--- config.mk ---
export PLATFORM = sky130hd
export DESIGN_NAME = regimm_resolve_flat
export DESIGN_NICKNAME = d
export VERILOG_FILES = /design/src/rtl/regimm_resolve_if.sv /design/src/rtl/regimm_resolve.sv /design/src/flat_wrapper.sv
export SDC_FILE = /design/constraint.sdc
export NUM_CORES = 1
export LEC_CHECK = 0
export ABC_AREA = 1
export CELL_PAD_IN_SITES_DETAIL_PLACEMENT = 0
export CELL_PAD_IN_SITES_GLOBAL_PLACEMENT = 1
export CORE_MARGIN = 2
export CORE_UTILIZATION = 34
export CTS_BUF_LIST = sky130_fd_sc_hd__clkbuf_16
export DETAILED_ROUTE_END_ITERATION = 8
export HOLD_SLACK_MARGIN = 0.06
export PLACE_DENSITY_LB_ADDON = 0.15
export SYNTH_ARGS = -nofsm -noshare
export SYNTH_HDL_FRONTEND = slang
export SYNTH_SLANG_ARGS = --single-unit
--- constraint.sdc ---
create_clock -name clk -period 1.4 [get_ports clk]
set_input_delay 0.21 -clock clk [delete_from_list [all_inputs] [get_ports clk]]
set_output_delay 0.21 -clock clk [all_outputs]
set_load 0.05 [all_outputs]
--- src/rtl/regimm_resolve_if.sv ---
// regimm_resolve_if
// -----------------------------------------------------------------------------
// Bundles the ID->EX instruction handshake and the EX->MEM result handshake of
// the REGIMM resolver into one interface.
//
// Parameter:
//   PC_W            width of PC, branch target and link value
//
// Signals (direction as seen by the resolver, modport slave):
//   in_valid        in   upstream instruction valid
//   in_ready        out  resolver can accept this cycle
//   in_is_regimm    in   instruction is a REGIMM opcode (0 = passthrough)
//   in_rt           in   REGIMM rt sub-op code
//   in_rs           in   forwarded rs operand
//   in_imm          in   16-bit immediate field
//   in_pc           in   instruction PC
//   out_valid       out  result valid
//   out_ready       in   downstream accepts
//   out_taken       out  branch taken
//   out_target      out  branch target
//   out_link_we     out  write out_link_value to GPR31
//   out_link_value  out  in_pc + 8
//   out_trap        out  trap condition true
//   out_reserved    out  reserved-instruction exception
//   out_kill        out  entry is an annulled delay slot
//
// Modports: slave = resolver side, master = upstream/downstream side.
`timescale 1ns/1ps

interface regimm_resolve_if #(
    parameter int PC_W = 32
);
    logic            in_valid;
    logic            in_ready;
    logic            in_is_regimm;
    logic [4:0]      in_rt;
    logic [31:0]     in_rs;
    logic [15:0]     in_imm;
    logic [PC_W-1:0] in_pc;

    logic            out_valid;
    logic            out_ready;
    logic            out_taken;
    logic [PC_W-1:0] out_target;
    logic            out_link_we;
    logic [PC_W-1:0] out_link_value;
    logic            out_trap;
    logic            out_reserved;
    logic            out_kill;

    modport slave (
        input  in_valid, in_is_regimm, in_rt, in_rs, in_imm, in_pc, out_ready,
        output in_ready, out_valid, out_taken, out_target, out_link_we,
               out_link_value, out_trap, out_reserved, out_kill
    );

    modport master (
        output in_valid, in_is_regimm, in_rt, in_rs, in_imm, in_pc, out_ready,
        input  in_ready, out_valid, out_taken, out_target, out_link_we,
               out_link_value, out_trap, out_reserved, out_kill
    );
endinterface

--- src/rtl/regimm_resolve.sv ---
// regimm_resolve
// -----------------------------------------------------------------------------
// Execute-stage resolver for MIPS REGIMM instructions (opcode 000001, class in
// rt). Every instruction flowing ID->EX passes through; REGIMM ones get their
// branch direction/target, link write-back, trap condition and reserved
// status resolved, and branch-likely delay slots are marked for annulment.
// Results leave through a 2-entry skid buffer (main + skid register).
//
// Ports:
//   clk       rising-edge clock
//   reset_n   asynchronous active-low reset
//   flush     synchronous pipeline flush, drops both buffered entries and
//             any pending delay-slot state; input is not accepted that cycle
//   bus       regimm_resolve_if.slave, instruction in / result out handshake
//
// Configuration macro:
//   REGIMM_TRAP_EN  defined   -> TGEI/TGEIU/TLTI/TLTIU/TEQI/TNEI evaluated
//                   undefined -> those codes raise out_reserved, out_trap = 0
//
// PC_W must match the PC_W of the connected interface and be at least 18.
`timescale 1ns/1ps

module regimm_resolve #(
    parameter int PC_W = 32
) (
    input  logic             clk,
    input  logic             reset_n,
    input  logic             flush,
    regimm_resolve_if.slave  bus
);
    localparam logic [4:0] RT_BLTZ    = 5'b00000;
    localparam logic [4:0] RT_BGEZ    = 5'b00001;
    localparam logic [4:0] RT_BLTZL   = 5'b00010;
    localparam logic [4:0] RT_BGEZL   = 5'b00011;
    localparam logic [4:0] RT_BLTZAL  = 5'b10000;
    localparam logic [4:0] RT_BGEZAL  = 5'b10001;
    localparam logic [4:0] RT_BLTZALL = 5'b10010;
    localparam logic [4:0] RT_BGEZALL = 5'b10011;
`ifdef REGIMM_TRAP_EN
    localparam logic [4:0] RT_TGEI    = 5'b01000;
    localparam logic [4:0] RT_TGEIU   = 5'b01001;
    localparam logic [4:0] RT_TLTI    = 5'b01010;
    localparam logic [4:0] RT_TLTIU   = 5'b01011;
    localparam logic [4:0] RT_TEQI    = 5'b01100;
    localparam logic [4:0] RT_TNEI    = 5'b01110;
`endif

    typedef enum logic {
        ST_NORMAL,
        ST_SLOT
    } slot_state_t;

    typedef struct packed {
        logic            taken;
        logic [PC_W-1:0] target;
        logic            link_we;
        logic [PC_W-1:0] link_value;
        logic            trap;
        logic            reserved;
        logic            kill;
    } entry_t;

    slot_state_t     slot_state;
    logic            kill_pend;

    entry_t          main_q;
    entry_t          skid_q;
    entry_t          new_entry;
    logic            main_valid;
    logic            skid_valid;

    logic            accept;
    logic            pop;
    logic            is_branch;
    logic            branch_taken;
    logic [PC_W-1:0] imm_off;
`ifdef REGIMM_TRAP_EN
    logic [31:0]     imm32;

    assign imm32 = {{16{bus.in_imm[15]}}, bus.in_imm};
`endif

    // A new entry is taken only while the skid slot is free; flush blocks it.
    assign accept  = bus.in_valid && !skid_valid && !flush;
    assign pop     = main_valid && bus.out_ready;
    assign imm_off = {{(PC_W-18){bus.in_imm[15]}}, bus.in_imm, 2'b00};

    // Resolve the incoming instruction into an output entry. Target and link
    // are always computed so killed or reserved entries still carry them; a
    // branch seen while a delay slot is open is itself illegal and becomes
    // reserved without taking or linking.
    always_comb begin
        new_entry            = '0;
        new_entry.target     = bus.in_pc + PC_W'(4) + imm_off;
        new_entry.link_value = bus.in_pc + PC_W'(8);
        is_branch            = 1'b0;
        branch_taken         = 1'b0;

        if (bus.in_is_regimm) begin
            case (bus.in_rt)
                RT_BLTZ, RT_BLTZL, RT_BLTZAL, RT_BLTZALL: begin
                    is_branch    = 1'b1;
                    branch_taken = $signed(bus.in_rs) < 32'sd0;
                end
                RT_BGEZ, RT_BGEZL, RT_BGEZAL, RT_BGEZALL: begin
                    is_branch    = 1'b1;
                    branch_taken = $signed(bus.in_rs) >= 32'sd0;
                end
`ifdef REGIMM_TRAP_EN
                RT_TGEI:  new_entry.trap = $signed(bus.in_rs) >= $signed(imm32);
                RT_TGEIU: new_entry.trap = bus.in_rs >= imm32;
                RT_TLTI:  new_entry.trap = $signed(bus.in_rs) < $signed(imm32);
                RT_TLTIU: new_entry.trap = bus.in_rs < imm32;
                RT_TEQI:  new_entry.trap = bus.in_rs == imm32;
                RT_TNEI:  new_entry.trap = bus.in_rs != imm32;
`endif
                default:  new_entry.reserved = 1'b1;
            endcase

            if (is_branch) begin
                if (slot_state == ST_SLOT) begin
                    new_entry.reserved = 1'b1;
                end else begin
                    new_entry.taken   = branch_taken;
                    new_entry.link_we = bus.in_rt[4];
                end
            end
        end

        new_entry.kill = (slot_state == ST_SLOT) && kill_pend;
    end

    // Delay-slot tracker: a branch accepted in NORMAL opens the slot and
    // remembers whether it is a not-taken likely branch (rt[1] marks the
    // likely forms); whatever is accepted next closes it again.
    always_ff @(posedge clk or negedge reset_n) begin
        if (!reset_n) begin
            slot_state <= ST_NORMAL;
            kill_pend  <= 1'b0;
        end else if (flush) begin
            slot_state <= ST_NORMAL;
            kill_pend  <= 1'b0;
        end else if (accept) begin
            if (slot_state == ST_SLOT) begin
                slot_state <= ST_NORMAL;
                kill_pend  <= 1'b0;
            end else if (is_branch) begin
                slot_state <= ST_SLOT;
                kill_pend  <= bus.in_rt[1] && !branch_taken;
            end
        end
    end

    // Two-entry skid buffer. The skid register only fills while main is
    // stalled, and in_ready is low whenever it is full, so an accept and a
    // skid->main move never happen in the same cycle.
    always_ff @(posedge clk or negedge reset_n) begin
        if (!reset_n) begin
            main_valid <= 1'b0;
            skid_valid <= 1'b0;
            main_q     <= '0;
            skid_q     <= '0;
        end else if (flush) begin
            main_valid <= 1'b0;
            skid_valid <= 1'b0;
        end else if (!main_valid || pop) begin
            if (skid_valid) begin
                main_q     <= skid_q;
                main_valid <= 1'b1;
                skid_valid <= 1'b0;
            end else if (accept) begin
                main_q     <= new_entry;
                main_valid <= 1'b1;
            end else begin
                main_valid <= 1'b0;
            end
        end else if (accept) begin
            skid_q     <= new_entry;
            skid_valid <= 1'b1;
        end
    end

    assign bus.in_ready       = !skid_valid;
    assign bus.out_valid      = main_valid;
    assign bus.out_taken      = main_q.taken;
    assign bus.out_target     = main_q.target;
    assign bus.out_link_we    = main_q.link_we;
    assign bus.out_link_value = main_q.link_value;
    assign bus.out_trap       = main_q.trap;
    assign bus.out_reserved   = main_q.reserved;
    assign bus.out_kill       = main_q.kill;
endmodule

--- src/flat_wrapper.sv ---
// flat-port wrapper written by rule: the top's interface ports become plain ports
module regimm_resolve_flat 
#(
    parameter int PC_W = 32
)
  (clk, reset_n, flush, bus_in_valid, bus_in_is_regimm, bus_in_rt, bus_in_rs, bus_in_imm, bus_in_pc, bus_out_ready, bus_in_ready, bus_out_valid, bus_out_taken, bus_out_target, bus_out_link_we, bus_out_link_value, bus_out_trap, bus_out_reserved, bus_out_kill);
  regimm_resolve_if #(.PC_W(PC_W)) bus_i ();
  input  logic clk;
  input  logic reset_n;
  input  logic flush;
  input wire logic [$bits(bus_i.in_valid)-1:0] bus_in_valid;
  input wire logic [$bits(bus_i.in_is_regimm)-1:0] bus_in_is_regimm;
  input wire logic [$bits(bus_i.in_rt)-1:0] bus_in_rt;
  input wire logic [$bits(bus_i.in_rs)-1:0] bus_in_rs;
  input wire logic [$bits(bus_i.in_imm)-1:0] bus_in_imm;
  input wire logic [$bits(bus_i.in_pc)-1:0] bus_in_pc;
  input wire logic [$bits(bus_i.out_ready)-1:0] bus_out_ready;
  output wire logic [$bits(bus_i.in_ready)-1:0] bus_in_ready;
  output wire logic [$bits(bus_i.out_valid)-1:0] bus_out_valid;
  output wire logic [$bits(bus_i.out_taken)-1:0] bus_out_taken;
  output wire logic [$bits(bus_i.out_target)-1:0] bus_out_target;
  output wire logic [$bits(bus_i.out_link_we)-1:0] bus_out_link_we;
  output wire logic [$bits(bus_i.out_link_value)-1:0] bus_out_link_value;
  output wire logic [$bits(bus_i.out_trap)-1:0] bus_out_trap;
  output wire logic [$bits(bus_i.out_reserved)-1:0] bus_out_reserved;
  output wire logic [$bits(bus_i.out_kill)-1:0] bus_out_kill;
  assign bus_i.in_valid = bus_in_valid;
  assign bus_i.in_is_regimm = bus_in_is_regimm;
  assign bus_i.in_rt = bus_in_rt;
  assign bus_i.in_rs = bus_in_rs;
  assign bus_i.in_imm = bus_in_imm;
  assign bus_i.in_pc = bus_in_pc;
  assign bus_i.out_ready = bus_out_ready;
  assign bus_in_ready = bus_i.in_ready;
  assign bus_out_valid = bus_i.out_valid;
  assign bus_out_taken = bus_i.out_taken;
  assign bus_out_target = bus_i.out_target;
  assign bus_out_link_we = bus_i.out_link_we;
  assign bus_out_link_value = bus_i.out_link_value;
  assign bus_out_trap = bus_i.out_trap;
  assign bus_out_reserved = bus_i.out_reserved;
  assign bus_out_kill = bus_i.out_kill;
  regimm_resolve #(.PC_W(PC_W)) u_core (.clk(clk), .reset_n(reset_n), .flush(flush), .bus(bus_i));
endmodule
### After elaboration in Yosys (flattened, before gate mapping)

Index checks and enable logic that the tools add are counted.

| cells by class | value |
|---|---|
| add/sub/neg operators | 3 |
| mux-type cells | 32 |
| reductions and logical operators | 22 |
| equality and inequality tests | 7 |
| bitwise gates (word level) | 2 |
| $lt $le $gt $ge | 2 |

Operator list:

| operator | count |
|---|---|
| two-way mux 69 bit | 2 |
| adder 32 x 3 -> 32 bit (second input constant) | 1 |
| adder 32 bit | 1 |
| adder 32 x 4 -> 32 bit (second input constant) | 1 |
| greater-or-equal comparator 32 x 1 -> 1 bit (second input constant) | 1 |
| less-than comparator 32 x 1 -> 1 bit (second input constant) | 1 |
| two-way mux 1 bit | 29 |
| == test 5 bit (second input constant) | 4 |
| == test 5 x 2 -> 1 bit (second input constant) | 2 |
| OR reduction 4 bit | 2 |
| OR reduction 8 bit | 1 |
| AND reduction 3 bit | 2 |
| nonzero test 2 bit | 3 |
| nonzero test 3 bit | 2 |
| == test 5 x 1 -> 1 bit (second input constant) | 1 |
| logical AND 1 bit | 5 |
| zero test 5 bit | 1 |
| zero test 1 bit | 4 |
| inverter 1 bit | 2 |
| one-hot mux 1 bit (2 select lines) | 1 |
| AND reduction 2 bit | 1 |
| logical OR 1 bit | 1 |

| storage, ports and cells | value |
|---|---|
| output and inout bits | 71 |
| bits of input ports | 91 |
| register bits after elaboration | 141 |

### Depth between registers and ports, before layout

Gate-level depths: netlist of the first run.

| logic depth | value |
|---|---|
| depth in word-level cells | 10 |
| depth in mapped cells | 17 |

### Worst setup path before layout of the first run

No wires, ideal clock.

| path | value |
|---|---|
| path type | input port to flip-flop |
| start point | in bus_in_pc[3] |
| end point | reg u_core.main_q (netlist bit u_core.bus.out_target[31]) |
| arrival | 1871 ps |
| library setup time | 118 ps |
| path slack | -589 ps |
| stages | 14 |
| cell sequence | ha_1 -> ha_1 -> inv_1 -> fa_1 -> inv_1 -> nand3_1 -> nand2_1 -> nand3_1 -> nand3_1 -> nand2_1 -> nand3_1 -> nand3_1 -> nand2_1 -> nand2_1 |

| between the ends | value |
|---|---|
| longest elaborated chain between the ends | 4 |

RTL lines:

| what | RTL line | source |
|---|---|---|
| start: declaration | flat_wrapper.sv:16 | `input wire logic [$bits(bus_i.in_pc)-1:0] bus_in_pc;` |
| adder 32 x 3 -> 32 bit | regimm_resolve.sv:94 | `new_entry.target = bus.in_pc + PC_W'(4) + imm_off;` |
| adder 32 bit | regimm_resolve.sv:94 |  |
| two-way mux 69 bit | regimm_resolve.sv:171 | `end else if (accept) begin` |
| two-way mux 69 bit | regimm_resolve.sv:167 | `if (skid_valid) begin` |
| end signal: assignment | regimm_resolve.sv:168 | `main_q <= skid_q;` |
| end signal: assignment | regimm_resolve.sv:172 | `main_q <= new_entry;` |
| end: declaration | regimm_resolve.sv:66 | `entry_t main_q;` |

Every way passes these cells. The select of a mux whose other input is x is not followed.
A chain may end at the register's enable or synchronous reset.

### Worst setup path after layout of the first run

| path | value |
|---|---|
| start point | in bus_in_pc[3] |
| end point | reg u_core.main_q (netlist bit u_core.bus.out_target[11]) |

The elaborated chain is that of the path after synthesis.

==> flow_summary.json, run 1 <==
{
  "die_area_sq_um": 27730,
  "clkTransAtPathRegs_ns": 0.07,
  "initial_core_util": 0.3456,
  "synth_edf_count": 0,
  "hold_viol": 0,
  "fin_crit_ns": 1.727,
  "top_level_ports": 162,
  "wire_per_inst_microns": 18.15,
  "synthTopCellsByCount": "nand2_1, inv_1, dfrtp_1",
  "crit_required_ns": 1.72,
  "placed_area_sq_um": 13710,
  "worst-r2r-setup-slack_ns": -0.28,
  "arrival_ns": 2.04,
  "crit_fanout": 4,
  "cts_max_path_buffers": 2,
  "async_flop_share": 1.000,
  "p_total_mw": 19.22,
  "relSlewSlack": 0.6646,
  "die_h_microns": 166.5,
  "holdCritPathClass": "in2reg",
  "synth_top_cell_area_share": 0.3789,
  "endpoint": "u_core.bus.out_target[11]$_DFFE_PN0P_",
  "cts_made_buffers": 17,
  "rsz0062_at_grt": "yes",
  "dr.pass1.iters": 5,
  "synth_top_area_cell": "dfrtp_1",
  "cp-start-kind": "input pin",
  "cts_sinks": 136,
  "final_nets": 1800,
  "yosysMostFrequentCell": "nand2_1",
  "tightest_slew_ns": 0.5031,
  "num-fill-cells": 2147,
  "synthesis.nets": 1438,
  "rows": 59,
  "clock.fmax_mhz": 579.0,
  "worstReg2RegStart": "u_core.skid_valid$_DFFE_PN0P_",
  "max_cap_viol_count": 0,
  "multi_input_area_sq_um": 7281,
  "final_layout_size_suffix_gt1_frac": 0.5322,
  "path_class": "in2reg",
  "synth_area_leaders": "dfrtp_1, nand2_1, ha_1",
  "cts.htree.levels": 4,
  "dieWidth_microns": 166.5,
  "avgSynthCellArea_sq_um": 6.973,
  "syn_inst": 1288,
  "io_buffers": 129,
  "insertion_delay_ns": 0.44,
  "place_congestion": 0.8778,
  "synth_flop_cell": "dfrtp_1",
  "seqCellArea_sq_um": 3406,
  "fin_tns_setup_ns": -22.07,
  "status": "finished, violations left",
  "core_sq_um": 25980,
  "startpoint": "bus_in_pc[3]",
  "vias": 9833,
  "syn-cell-area_sq_um": 8981,
  "diodes": 0,
  "power_leakage_nw": 8.312,
  "violations": "negative setup slack",
  "drc_errors": 0,
  "ys_seq_area_frac": 0.3789,
  "routed_wl_mm": 36.27,
  "min_period_over_period": 1.234,
  "antenna_found_initial": 0,
  "whs_ns": 0.07273,
  "fin_ws_ns": -0.3272,
  "final_cells": 1998,
  "slew_viol_final": 0,
  "cts_tree": "done",
  "ys_seq_elements": 136,
  "hpwl_mm": 23.86,
  "track_usage": 0.2581,
  "worstRegToRegCells": 10,
  "area_delta_synth_final_pct": 90.83,
  "design_area_sq_um": 17140,
  "vias_per_cell": 4.921,
  "powerDensity_nw_per_um2": 1122,
  "ys_types": 39,
  "grt-ovfl-total": 0,
  "skew_ns": 0.01520,
  "end_kind": "flop",
  "timing.rr.end": "u_core.bus.out_target[9]$_DFFE_PN0P_",
  "dp.cells": 1899,
  "grt_max_degree": 36,
  "final_antenna_net_count": 0,
  "ir_drop_v": 0.0008307,
  "grt_pass1_wl_mm": 55.27,
  "ys_warn_count": 0,
  "root_buffer": "clkbuf_16",
  "drtIter0Drc": 506,
  "grt_pass1_vias": 9873,
  "finalSetupViolations": 130
}
-- power by group --
| part | internal, mW | leakage (nW) | total (mW) | switching, mW |
|---|---|---|---|---|
| Sequential | 4.84 | 1.66 | 5.70 | 0.862 |
| Combinational | 4.39 | 6.38 | 9.04 | 4.65 |
| Clock | 2.34 | 0.265 | 4.48 | 2.14 |
| Total | 11.6 | 8.31 | 19.2 | 7.65 |
-- metal layers --
layer,part of all wire,global-route usage
met2,0.49,0.4348
met1,0.46,0.3517
met5,0,0
met3,0.032,0.03137
met4,0.022,0.06897
-- cell usage in the layout (no fill, tap or decap), drive strengths merged, types with 5 or more instances in the layout --
master	Yosys	layout
o21ai	114	114
a21oi	52	52
xnor2	14	14
xor2	20	20
buf	28	356
inv	169	176
nand3	49	49
clkdlybuf4s15	0	11
nor2	118	118
dfrtp	136	136
clkdlybuf4s50	0	13
ha	58	58
nor3	13	13
a31oi	16	16
nand4	13	13
clkbuf	16	20
o21a	10	10
clkinv	0	5
nand2	442	442
-- worst max-delay path, cell delays in order --
cell and delay, ns:
buf_8 0.10, ha_4 0.26, ha_4 0.13, inv_2 0.04, fa_2 0.38, inv_2 0.08, nand3_2 0.09, nand2_4 0.13
nand2_4 0.07, nand2_4 0.09, buf_12 0.11, xnor2_4 0.12, o21ai_1 0.10, o21a_1 0.14
-- sequential cells by signal (all words and copies together) (netlist names) --
name	count
u_core.kill_pend	1
u_core.skid_valid	1
u_core.bus.out_link_value	32
u_core.bus.out_link_we	1
u_core.bus.out_taken	1
u_core.bus.out_target	30
u_core.bus.out_kill	1
u_core.bus.out_valid	1
u_core.skid_q	66
u_core.bus.out_reserved	1
u_core.slot_state	1
-- per-stage QoR --
stage	utilization	setup WS, ns
after global placement	0.5276	-1.239
after floorplan	-	-0.4076
after CTS	0.6249	-0.2569
final	0.6596	-0.3272
after global routing	0.6596	-0.3782
after detailed placement	0.5276	-1.247
-- worst min-delay path by stage --
stage | from | to | slack, ns | depth (start not counted)
after CTS | bus_in_pc[3] | u_core.skid_q[6]$_DFFE_PN0P_ | 0.06 | 3
after global routing | bus_in_pc[3] | u_core.skid_q[6]$_DFFE_PN0P_ | 0.08 | 3
after global placement | reset_n | u_core.kill_pend$_DFFE_PN0P_ | 0.13 | 1
final | bus_in_pc[3] | u_core.skid_q[6]$_DFFE_PN0P_ | 0.07 | 3
after detailed placement | reset_n | u_core.kill_pend$_DFFE_PN0P_ | 0.13 | 1
after floorplan | reset_n | u_core.bus.out_kill$_DFFE_PN0P_ | -0.09 | 0
-- kinds of logic after synthesis --
logic type | Yosys count | synth area share
buf+inv | 213 | 0.09348
flops | 136 | 0.3789
other cells | 1 | 0.0004175
simple gates | 644 | 0.2903
xor+xnor | 34 | 0.03316
fa+ha+maj | 59 | 0.08303
compound gates | 201 | 0.1206
-- timing repair --
item / CTS / global route
pin swaps: 176 / 149
hold buffers: 2 / 0
endpoints found under the setup margin: 121 / 134
hold endpoints to repair: 137 / 0
buffers inserted: 39 / 22
cloned: 23 / 4
gates resized for setup: 501 / 272
-- area by class of cell --
class	count	area share
multi-input combinational	939	0.4248
timing repair buffer	386	0.2796
tap	335	0.02446
clock buffer	17	0.02482
clock inverter	15	0.008030
sequential	136	0.1987
timing repair inverter	1	0.0006570
inverter	169	0.03891
Power figures use the tool's default switching activity.
==> run 2, diff against run 1 <==
--- a/config.mk
+++ b/config.mk
@@ -8,7 +8,6 @@
 export ABC_AREA = 1
 export CELL_PAD_IN_SITES_DETAIL_PLACEMENT = 0
 export CELL_PAD_IN_SITES_GLOBAL_PLACEMENT = 1
-export CORE_MARGIN = 2
 export CORE_UTILIZATION = 34
 export CTS_BUF_LIST = sky130_fd_sc_hd__clkbuf_16
 export DETAILED_ROUTE_END_ITERATION = 8
==> run 2 against run 1 <==
  * The flow still finishes with violations (negative setup slack)
  * Final area fell by 1.0%
  * Clock skew fell by 0.0027 ns
  * Sequential power barely moved
  * Sequential share of layout area rose by 0.20 points
  * Utilization fell by 0.67 points
  * Combinational power fell by 2%
  * Via count barely moved
  * Clock power rose by 4%
  * Critical path type is now reg2reg
  * Critical endpoint is now u_core.skid_q[45]$_DFFE_PN0P_
  * Largest power group unchanged
  * Highest routed layer unchanged
==> flow_summary.json, run 2 (synthesis gave the netlist of run 1 again) <==
{
  "dr.pass1.iters": 5,
  "area_delta_synth_final_pct": 88.90,
  "initial_core_util": 0.3456,
  "hpwl_mm": 23.42,
  "grt_pass1_wl_mm": 53.65,
  "end_kind": "flop",
  "layout_common_cells": "nand2_1, buf_4, inv_1",
  "cts_tree": "done",
  "wire_per_inst_microns": 18.50,
  "cts_sinks": 136,
  "arrival_ns": 2.00,
  "final_layout_size_suffix_gt1_frac": 0.4865,
  "seqPwrFrac": 0.297,
  "status": "finished, violations left",
  "worst-r2r-setup-slack_ns": -0.28,
  "clkTransAtPathRegs_ns": 0.07,
  "grt_pass1_vias": 9477,
  "max_cap_viol_count": 0,
  "swShare": 0.3843,
  "path_class": "reg2reg",
  "grt_max_degree": 44,
  "track_usage": 0.2675,
  "clkPwrFrac": 0.242,
  "grt-ovfl-total": 0,
  "fin_crit_ns": 1.684,
  "vias": 9827,
  "crit_slowest_cell": "dfrtp_2",
  "ir_drop_v": 0.0008744,
  "antenna_found_initial": 0,
  "holdCritPathClass": "in2reg",
  "path_buf_inv": 7,
  "cp-start-kind": "flop",
  "skew_ns": 0.01251,
  "routed_wl_mm": 37.08,
  "crit_chain": "buf_6, buf_6, nor2_4, inv_2, nor2_4, buf_12, buf_12, inv_16, clkbuf_16, nand2_1, o21ai_1",
  "dp.cells": 1891,
  "crit_required_ns": 1.72,
  "dieWidth_microns": 164.5,
  "power_leakage_nw": 8.335,
  "slew_viol_final": 0,
  "cp_top_family": "buffers and inverters",
  "diodes": 0,
  "fin_ws_ns": -0.2836,
  "place_congestion": 0.9244,
  "final_cells": 2004,
  "vias_per_cell": 4.904,
  "die_area_sq_um": 27070,
  "critPathMaxStageDelay_ns": 0.43,
  "min_period_over_period": 1.203,
  "drtIter0Drc": 671,
  "crit_fanout": 10,
  "top_level_ports": 162,
  "comb_power_share": 0.461,
  "cts_max_path_buffers": 2,
  "num-fill-cells": 2195,
  "switchingPower_mw": 7.373,
  "io_buffers": 129,
  "insertion_delay_ns": 0.43,
  "clock.fmax_mhz": 594.0,
  "finalSetupViolations": 133,
  "p_total_mw": 19.19,
  "drc_errors": 0,
  "violations": "negative setup slack",
  "largest_register_ff_count": 66,
  "rows": 59,
  "final_antenna_net_count": 0,
  "core_sq_um": 25980,
  "cts.htree.levels": 4,
  "regMostFlops": "u_core.skid_q",
  "layout_commonest_cell": "nand2_1",
  "cts_made_buffers": 17,
  "final_nets": 1807,
  "die_h_microns": 164.5,
  "p_int_mw": 11.81,
  "hold_viol": 0,
  "powerDensity_nw_per_um2": 1131,
  "rsz0062_at_grt": "yes",
  "root_buffer": "clkbuf_16"
}
run 2: per-stage QoR:
step	hold WS (ns)	utilization	cell area [sq um]	TNS, ns	worst slack [ns]
6_report	0.08800	0.6529	16970	-26.71	-0.2836
5_1_grt	0.07567	0.6529	16970	-36.85	-0.3600
4_1_cts	0.07827	0.6093	15830	-14.27	-0.2367
3_5_place_dp	0.1547	0.5243	13620	-107.37	-1.313
3_3_place_gp	0.1505	0.5243	13620	-105.18	-1.270
2_1_floorplan	-0.08559	-	10020	-11.83	-0.4076
run 2: timing repair:
action / 4_1_cts / 5_1_grt
pin swaps: 134 / 97
gates resized for setup: 421 / 250
gates cloned: 19 / 12
endpoints found under the hold margin: 38 / 0
endpoints found under the setup margin: 133 / 133
hold buffers: 1 / 0
buffers inserted: 40 / 23
run 2: power groups by stage:
stage,Clock [mW],Sequential (mW),Combinational (mW)
2_1_floorplan,0,6.65,2.70
3_3_place_gp,0,5.62,7.33
3_5_place_dp,0,5.64,7.39
4_1_cts,4.69,5.59,8.24
5_1_grt,4.86,5.81,9.43
6_report,4.65,5.70,8.84
run 2: final cells by class:
cell class,instances,area (sq um),share of cell area
clock buffer,17,425.4,0.02508
clock inverter,14,150.1,0.008850
inverter,169,655.6,0.03865
multi-input combinational,939,6960,0.4103
sequential,136,3406,0.2008
tap,335,419.2,0.02471
timing repair buffer,394,4949,0.2917
run 2: routing by layer:
layer  global-route usage  vias up  share of wire
met5                    0        -              0
met4              0.08590        0          0.028
met3              0.03440       58          0.046
met2               0.4301      263           0.47
met1               0.3707     4663           0.46
li1                     -     4843              -
run 2: path summary, 6_finish.rpt:
path | start | cells after the start | end
setup / recovery | u_core.skid_valid$_DFFE_PN0P_ | 11 | u_core.skid_q[45]$_DFFE_PN0P_
hold / removal | bus_in_pc[3] | 3 | u_core.skid_q[6]$_DFFE_PN0P_
setup reg to reg | u_core.skid_valid$_DFFE_PN0P_ | 11 | u_core.skid_q[45]$_DFFE_PN0P_
hold reg to reg | u_core.skid_q[68]$_DFFE_PN0P_ | 2 | u_core.skid_q[68]$_DFFE_PN0P_
max in group asynchronous | reset_n | 3 | u_core.bus.out_link_value[28]$_DFFE_PN0P_
min in group asynchronous | reset_n | 2 | u_core.slot_state$_DFFE_PN0P_
run 2: worst register-to-register path: cells and delay by family (launching register included):
| kind | cells | cell delay [ns] |
|---|---|---|
| AO/OA/AOI/OAI | 1 | 0.06 |
| buffers and inverters | 7 | 0.82 |
| AND/OR/NAND/NOR | 3 | 0.28 |
| flip-flops | 1 | 0.43 |
==> run 3, diff against run 2 <==
--- a/config.mk
+++ b/config.mk
@@ -6,6 +6,7 @@
 export NUM_CORES = 1
 export LEC_CHECK = 0
 export ABC_AREA = 1
+export ABC_CLOCK_PERIOD_IN_PS = 1400
 export CELL_PAD_IN_SITES_DETAIL_PLACEMENT = 0
 export CELL_PAD_IN_SITES_GLOBAL_PLACEMENT = 1
 export CORE_UTILIZATION = 34
==> results of run 3 <==
The final DEF is identical to that of run 2; final timing and power are the same.
